[src/rtl/uart_frame_parser.sv]
// uart_frame_parser: pops bytes from the rx FIFO, parses SOF/LEN/payload/CHK frames, releases good payloads.
// Latency: first payload byte is valid one cycle after the CHK byte is popped, then one byte per cycle.
// Backpressure: out_ready low holds the output stable; no pops happen during release, so the rx FIFO absorbs it.
// Optional: define FRAME_TIMEOUT_EN to drop a frame after TIMEOUT_CYC cycles without a byte (err_code 11).
module uart_frame_parser #(
  parameter int              DBIT        = 8,
  parameter int              MAX_LEN     = 16,
  parameter logic [DBIT-1:0] SOF         = 8'hA5,
  parameter int              TIMEOUT_CYC = 1024
) (
  input  logic            clk,
  input  logic            reset,
  input  logic            rx_empty,
  input  logic [DBIT-1:0] rx_data,
  output logic            rx_rd,
  output logic [DBIT-1:0] out_data,
  output logic            out_valid,
  output logic            out_last,
  input  logic            out_ready,
  output logic            frame_ok,
  output logic            frame_err,
  output logic [1:0]      err_code,
  output logic            busy
);

  // len/idx hold 0..MAX_LEN; the buffer address only needs to cover 0..MAX_LEN-1
  localparam int LW = $clog2(MAX_LEN + 1);
  localparam int AW = (MAX_LEN > 1) ? $clog2(MAX_LEN) : 1;

  localparam logic [1:0] ERR_LEN = 2'b01;
  localparam logic [1:0] ERR_CHK = 2'b10;
  localparam logic [1:0] ERR_TO  = 2'b11;

  typedef enum logic [2:0] {
    S_IDLE,
    S_LEN,
    S_PAYLOAD,
    S_CHK,
    S_OUT
  } state_t;

  state_t          state, state_nx;
  logic [LW-1:0]   len, len_nx;
  logic [LW-1:0]   idx, idx_nx;
  logic [DBIT-1:0] chk, chk_nx;
  logic            frame_ok_nx, frame_err_nx;
  logic [1:0]      err_code_nx;
  logic            buf_we;
  logic            timeout;
  logic            len_good;
  logic            at_last;
  logic [DBIT-1:0] buf_mem [MAX_LEN];

  // A byte is consumed whenever one is offered outside payload release; nothing is popped in reset
  assign rx_rd = reset && !rx_empty && (state != S_OUT);

  assign len_good = (rx_data != '0) && (rx_data <= DBIT'(MAX_LEN));
  assign at_last  = (idx == len - LW'(1));

  assign busy      = (state != S_IDLE);
  assign out_valid = (state == S_OUT);
  assign out_last  = out_valid && at_last;
  assign out_data  = buf_mem[idx[AW-1:0]];

`ifdef FRAME_TIMEOUT_EN
  localparam int TW = $clog2(TIMEOUT_CYC + 1);

  logic [TW-1:0] tcnt;
  logic          counting;

  assign counting = (state == S_LEN) || (state == S_PAYLOAD) || (state == S_CHK);
  assign timeout  = counting && !rx_rd && (tcnt == TW'(TIMEOUT_CYC - 1));

  // Idle-cycle counter; every entry into a counted state coincides with a pop, so clearing on pop covers entry
  always_ff @(posedge clk or negedge reset) begin
    if (!reset) begin
      tcnt <= '0;
    end else if (!counting || rx_rd) begin
      tcnt <= '0;
    end else begin
      tcnt <= tcnt + TW'(1);
    end
  end
`else
  // No counter: a stalled frame waits forever (TIMEOUT_CYC has no effect in this build)
  assign timeout = (TIMEOUT_CYC < 0);
`endif

  // State, frame bookkeeping and status pulses
  always_ff @(posedge clk or negedge reset) begin
    if (!reset) begin
      state     <= S_IDLE;
      len       <= '0;
      idx       <= '0;
      chk       <= '0;
      frame_ok  <= 1'b0;
      frame_err <= 1'b0;
      err_code  <= 2'b00;
    end else begin
      state     <= state_nx;
      len       <= len_nx;
      idx       <= idx_nx;
      chk       <= chk_nx;
      frame_ok  <= frame_ok_nx;
      frame_err <= frame_err_nx;
      err_code  <= err_code_nx;
    end
  end

  // Payload buffer; contents are only meaningful between LEN and the end of release, so no reset
  always_ff @(posedge clk) begin
    if (buf_we) begin
      buf_mem[idx[AW-1:0]] <= rx_data;
    end
  end

  // Next-state: consume popped bytes per state, decide frame outcome, step through release
  always_comb begin
    state_nx     = state;
    len_nx       = len;
    idx_nx       = idx;
    chk_nx       = chk;
    frame_ok_nx  = 1'b0;
    frame_err_nx = 1'b0;
    err_code_nx  = err_code;
    buf_we       = 1'b0;

    case (state)
      S_IDLE: begin
        if (rx_rd && (rx_data == SOF)) begin
          state_nx = S_LEN;
        end
      end

      S_LEN: begin
        if (rx_rd) begin
          if (len_good) begin
            len_nx   = LW'(rx_data);
            chk_nx   = rx_data;
            idx_nx   = '0;
            state_nx = S_PAYLOAD;
          end else begin
            frame_err_nx = 1'b1;
            err_code_nx  = ERR_LEN;
            state_nx     = S_IDLE;
          end
        end else if (timeout) begin
          frame_err_nx = 1'b1;
          err_code_nx  = ERR_TO;
          state_nx     = S_IDLE;
        end
      end

      S_PAYLOAD: begin
        if (rx_rd) begin
          buf_we = 1'b1;
          chk_nx = chk ^ rx_data;
          idx_nx = idx + LW'(1);
          if (at_last) begin
            state_nx = S_CHK;
          end
        end else if (timeout) begin
          frame_err_nx = 1'b1;
          err_code_nx  = ERR_TO;
          state_nx     = S_IDLE;
        end
      end

      S_CHK: begin
        if (rx_rd) begin
          if (rx_data == chk) begin
            frame_ok_nx = 1'b1;
            idx_nx      = '0;
            state_nx    = S_OUT;
          end else begin
            frame_err_nx = 1'b1;
            err_code_nx  = ERR_CHK;
            state_nx     = S_IDLE;
          end
        end else if (timeout) begin
          frame_err_nx = 1'b1;
          err_code_nx  = ERR_TO;
          state_nx     = S_IDLE;
        end
      end

      S_OUT: begin
        if (out_ready) begin
          if (at_last) begin
            idx_nx   = '0;
            state_nx = S_IDLE;
          end else begin
            idx_nx = idx + LW'(1);
          end
        end
      end

      default: begin
        state_nx = S_IDLE;
      end
    endcase
  end

endmodule

[config.mk]
export PLATFORM = sky130hd
export DESIGN_NAME = uart_frame_parser
export DESIGN_NICKNAME = d
export VERILOG_FILES = /design/src/rtl/uart_frame_parser.sv
export SDC_FILE = /design/constraint.sdc
export NUM_CORES = 1
export LEC_CHECK = 0
export ABC_AREA = 1
export CAP_MARGIN = 25
export CORE_ASPECT_RATIO = 0.6
export CORE_MARGIN = 4
export CORE_UTILIZATION = 25
export DETAILED_ROUTE_END_ITERATION = 8
export PLACE_DENSITY = 0.49
export SKIP_LAST_GASP = 1
export SYNTH_ARGS = -nofsm -noshare
export SYNTH_HDL_FRONTEND = slang
export SYNTH_SLANG_ARGS = --single-unit
[constraint.sdc]
create_clock -name clk -period 2.8 [get_ports clk]
set_clock_uncertainty 0.05 [all_clocks]
set_input_delay 0.28 -clock clk [delete_from_list [all_inputs] [get_ports clk]]
set_output_delay 0.28 -clock clk [all_outputs]
set_load 0.005 [all_outputs]
* Yosys cells after proc, flatten, opt, wreduce, memory -nomap -nowiden *
Memories as Yosys holds them, arrays and structs flattened.
Index checks and enable logic that the tools add are counted.
W data, S select, Z words.

storage, ports and cells
  register bits after elaboration = 25
  latch bits = 0
  RAM bits = 128
  memory bits (read-only) = 0
  input bits = 12
  output and inout port bits = 16
  word-level logic and storage cells = 87
  memories kept = 1

operators by class
  add/sub/neg operators = 2
  multipliers = 0
  div/mod/pow operators = 0
  magnitude comparators = 1
  equal/unequal tests = 19
  shift-type cells = 0
  mux-type cells = 39
  bitwise operators = 1
  reductions and logical operators = 17

memory list
  name     depth  width  rd ports  clocked after Yosys merged registers in  wr ports  line  text
  buf_mem  16     8      1         0                                        1         52    logic [DBIT-1:0] buf_mem [MAX_LEN];

operator list
  cell                   count
  $mux W5                7
  $mux W3                8
  $mux W8                3
  $pmux W5 S4            1
  $ne A2 B2 Y1 const B   9
  $pmux W8 S2            1
  $pmux W3 S5            1
  $reduce_and A7 Y1      2
  $mux W1                11
  $mux W2                5
  $eq A8 B8 Y1           1
  $eq A8 B8 Y1 const B   1
  $le A8 B5 Y1 const B   1
  $reduce_bool A8 Y1     1
  $xor A8 B8 Y8          1
  $eq A3 B2 Y1 const B   2
  $add A5 B1 Y5 const B  1
  $eq A5 B5 Y1           1
  $logic_and A1 B1 Y1    5
  $reduce_and A5 Y1      1
  $sub A5 B1 Y5 const B  1
  $ne A2 B1 Y1 const B   2
  $pmux W2 S2            1
  $reduce_and A4 Y1      1
  10 further kinds       11

* Longest topological paths before layout *
  depth after elaboration = 7
  mapped depth = 13
  depth with buffers taken out = 13

* Worst setup path before layout *
Ideal clock, no wire load.

  path type = register -> register
  from = reg idx[2]
  to = mem buf_mem[7][0], enable pin
  library setup time = 383 ps
  arrival time = 1627 ps
  data required time = 2367 ps
  path slack = 739 ps
  cell stages (with the launch flop) = 6
  path buffers = 1
  clock period less this slack = 2061 ps
  cell sequence = dfrtp_1 > buf_2 > inv_1 > nor2_1 > inv_1 > nor3_1

RTL lines
  what                    line  text
  start, declared         44    logic [LW-1:0] idx, idx_nx;
  start signal, assigned  102   idx <= idx_nx;
  end, declared           52

Straight into the memory's write port.

* Worst setup path in the final report *
  from = reg idx[0]
  to = out out_data[0]

on the way
  word-level cells in the longest chain between the ends = 1

RTL lines
  what            line  text
  $mem_v2 Z16 W8  -
  end, declared   16    output logic [DBIT-1:0] out_data,

No other way between the ends.

==> impl_metrics.toml <==
[placement]
dp_cells = 1022
gp_routability_congestion = 0.774
hpwlAfterDp_mm = 11.7
portBuffers = 27
place_area_sq_mm = 0.00768

[clocking]
clk_pin_slew_worst_paths_ns = 0.06
clock_latency_ns = 0.43
clock_sinks = 153
cts_tree = "yes"
htree_num_levels = 4
holdBufCountCts = 0
clock_tree.buffer_depth = 2
cts_root_buffer = "clkbuf_16"
cts_buffers = 17

[floorplan]
start_util_pct = 25.5
core_area_sq_mm = 0.0266
io_pins = 28
num_rows = 46
die_area_sq_mm = 0.0299
fp.dieH_microns = 136
die_w_microns = 221

[logic_synthesis]
yosysTopAreaCellShare_pct = 56.6
syn_inst = 626
synth-edff-count = 128
yosys-top-cells-area = "edfxtp_1 (57%), dfrtp_1 (9.2%), nand2_1 (7.1%), o21ai_0 (5.3%), nor2_1 (5.3%)"
synth.cell_area_sq_mm = 0.00679
synth_seq_cells = 153
synthFlopType = "edfxtp_1"
async_flop_share_pct = 16.3
synth_top_cell_by_area = "edfxtp_1"
postSynthAreaPerCell_sq_um = 10.8
ys_types = 33
syn_nets = 643
synth_most_common_cell = "nand2_1"
ys_warn_count = 0
synth_common_cells = "nand2_1 (129), edfxtp_1 (128), nor2_1 (96)"
yosysSeqAreaShare_pct = 65.9

[setup_path]
crit_buf_inv = 3
reg2regPathDepth = 6
worstSetupPathType = "reg2out"
crit_path_start_kind = "flop"
cpLargestDelayFamily = "buffers and inverters"
crit_chain = "inv_2 > buf_12 > o21ai_0 > o22ai_1 > nand2_1 > nand4_1 > clkdlybuf4s50_1"
crit_fanout = 28
cp_slowest_cell = "clkdlybuf4s50_1"
crit_required_ns = 2.47
end_kind = "output pin"
timing.critical_path.depth = 7
slowest_delay_ns = 0.51
cp.arrival_ns = 2.37

[timing]
rsz0062_at_grt = "true"
worst_hold_slack_ns = 0.201
hold_violations = 0
fmax_mhz = 370
fin_crit_sh_pct = 96.5
finalSetupViolCount = 0
max_slew_margin_pct = 51.1
worst_pin_slew_ns = 0.734
finalMaxSlewViolations = 0
timing.final.crit_period_ns = 2.70
tns_ns = 0

[hold_path]
hp-class = "in2async"

[cells_and_area]
stdcell_count = 1058
n_antenna_cell = 0
final_cell_area_sq_mm = 0.00832
nNetsFinal = 702
fillCellCount = 2773
fin_util_pct = 31.3
drive_gt1_share_pct = 15.5
area_delta_synth_final_pct = 22.6

[routing]
drt-initial-drc-count = 388
ant_nets = 0
drt_wl_total_mm = 18.0
routed_via_density = 4.39
wl_per_cell_microns = 17.0
vias = 4646
first_pass_iters = 4
drc = 0

[pwr]
vdd_drop_max_uv = 391
leakage_nw = 3.06
power_density_mw_per_mm2 = 802

[outcome]
status = "completed"

[global_routing]
grt_max_degree = 56
grt_pass1_wl_mm = 27.2
grt_overflow = 0
antenna_found_initial = 0
grt_pass1_vias = 4368
track_usage_pct = 12.3

[job]
maxCapViolations = 0
-- what timing repair did --
action                     CTS  global route
cloned                       0             1
buffers inserted             0             3
gates resized for setup      1             2
setup endpoints to repair    3             7
-- final cells by class --
cell class | instances | area [sq um] | area share (%)
Sequential cell | 153 | 4470 | 53.8
Multi-Input combinational cell | 412 | 2060 | 24.7
Timing Repair Buffer | 67 | 626 | 7.52
Tap cell | 360 | 450 | 5.42
Clock buffer | 19 | 433 | 5.21
Clock inverter | 13 | 144 | 1.73
Inverter | 34 | 135 | 1.63
-- cell usage in the layout (no fill, tap or decap), types with 2 or more instances in the layout --
master	instances
nand3_1	14
xor2_1	3
nor2_1	96
nand2_4	2
nand4_1	14
buf_4	36
clkinv_2	2
o21ai_0	72
dfrtp_1	24
o22ai_2	2
o21ai_2	12
o22ai_1	30
clkbuf_1	2
nor3_1	5
clkinv_4	3
a21oi_2	2
clkinvlp_4	2
clkdlybuf4s50_1	27
clkbuf_16	18
edfxtp_1	128
xnor2_1	8
inv_6	3
nand2_1	129
inv_1	28
bufinv_16	2
nand2_2	6
nor2_2	4
inv_2	4
ha_1	5
buf_12	3
-- where the power goes --
part	switching (mW)	internal, mW
combinational	1.04	0.678
sequential	0.0871	2.58
clock	0.961	1.32
total	2.09	4.58
-- metrics by stage --
step / setup slack, ns / power (mW)
after floorplan: 0.739 / 3.76
after global placement: 0.442 / 4.36
after detailed placement: 0.413 / 4.35
after CTS: 0.0391 / 6.63
after global routing: -0.0298 / 7.01
final: 0.0971 / 6.67
-- flip-flops by register name (all words and copies together), names as in the netlist --
register and count:
state 3, idx 5, err_code 2, frame_err 1, frame_ok 1, chk 8, len 5, buf_mem 128
-- metal layers --
metal  vias to the layer above  part of all wire [%]  GRT usage, %
li1                       2305                     -             -
met2                        98                    40          16.1
met4                         0                   1.4          3.78
met5                         -                     0             0
met1                      2223                    52          19.2
met3                        20                   6.1          3.61
-- kinds of logic (layout without fill, tap and decap cells) --
family                   count (synthesis)  in the layout  synth area share [%]
adder cells (fa/ha/maj)                  5              5                 0.922
buffers and inverters                   61            133                  4.00
XOR/XNOR                                11             11                  1.42
flip-flops                             153            153                  65.9
AO/OA/AOI/OAI                          122            122                  10.8
AND/OR/NAND/NOR                        274            274                  17.0
-- worst paths after layout --
kind | end | slack [ns] | from
hold / removal | state[2]$_DFFE_PN0P_ | 0.20 | reset
hold reg to reg | err_code[0]$_DFFE_PN0P_ | 0.43 | err_code[0]$_DFFE_PN0P_
setup reg to reg | buf_mem[3][1]$_DFFE_PP_ | 0.68 | state[2]$_DFFE_PN0P_
max in group asynchronous | idx[0]$_DFFE_PN0P_ | 2.22 | reset
setup / recovery | out_data[0] | 0.1 | idx[0]$_DFFE_PN0P_
min in group clk | err_code[0]$_DFFE_PN0P_ | 0.43 | err_code[0]$_DFFE_PN0P_
No activity file was read; power rests on OpenSTA's default activity.
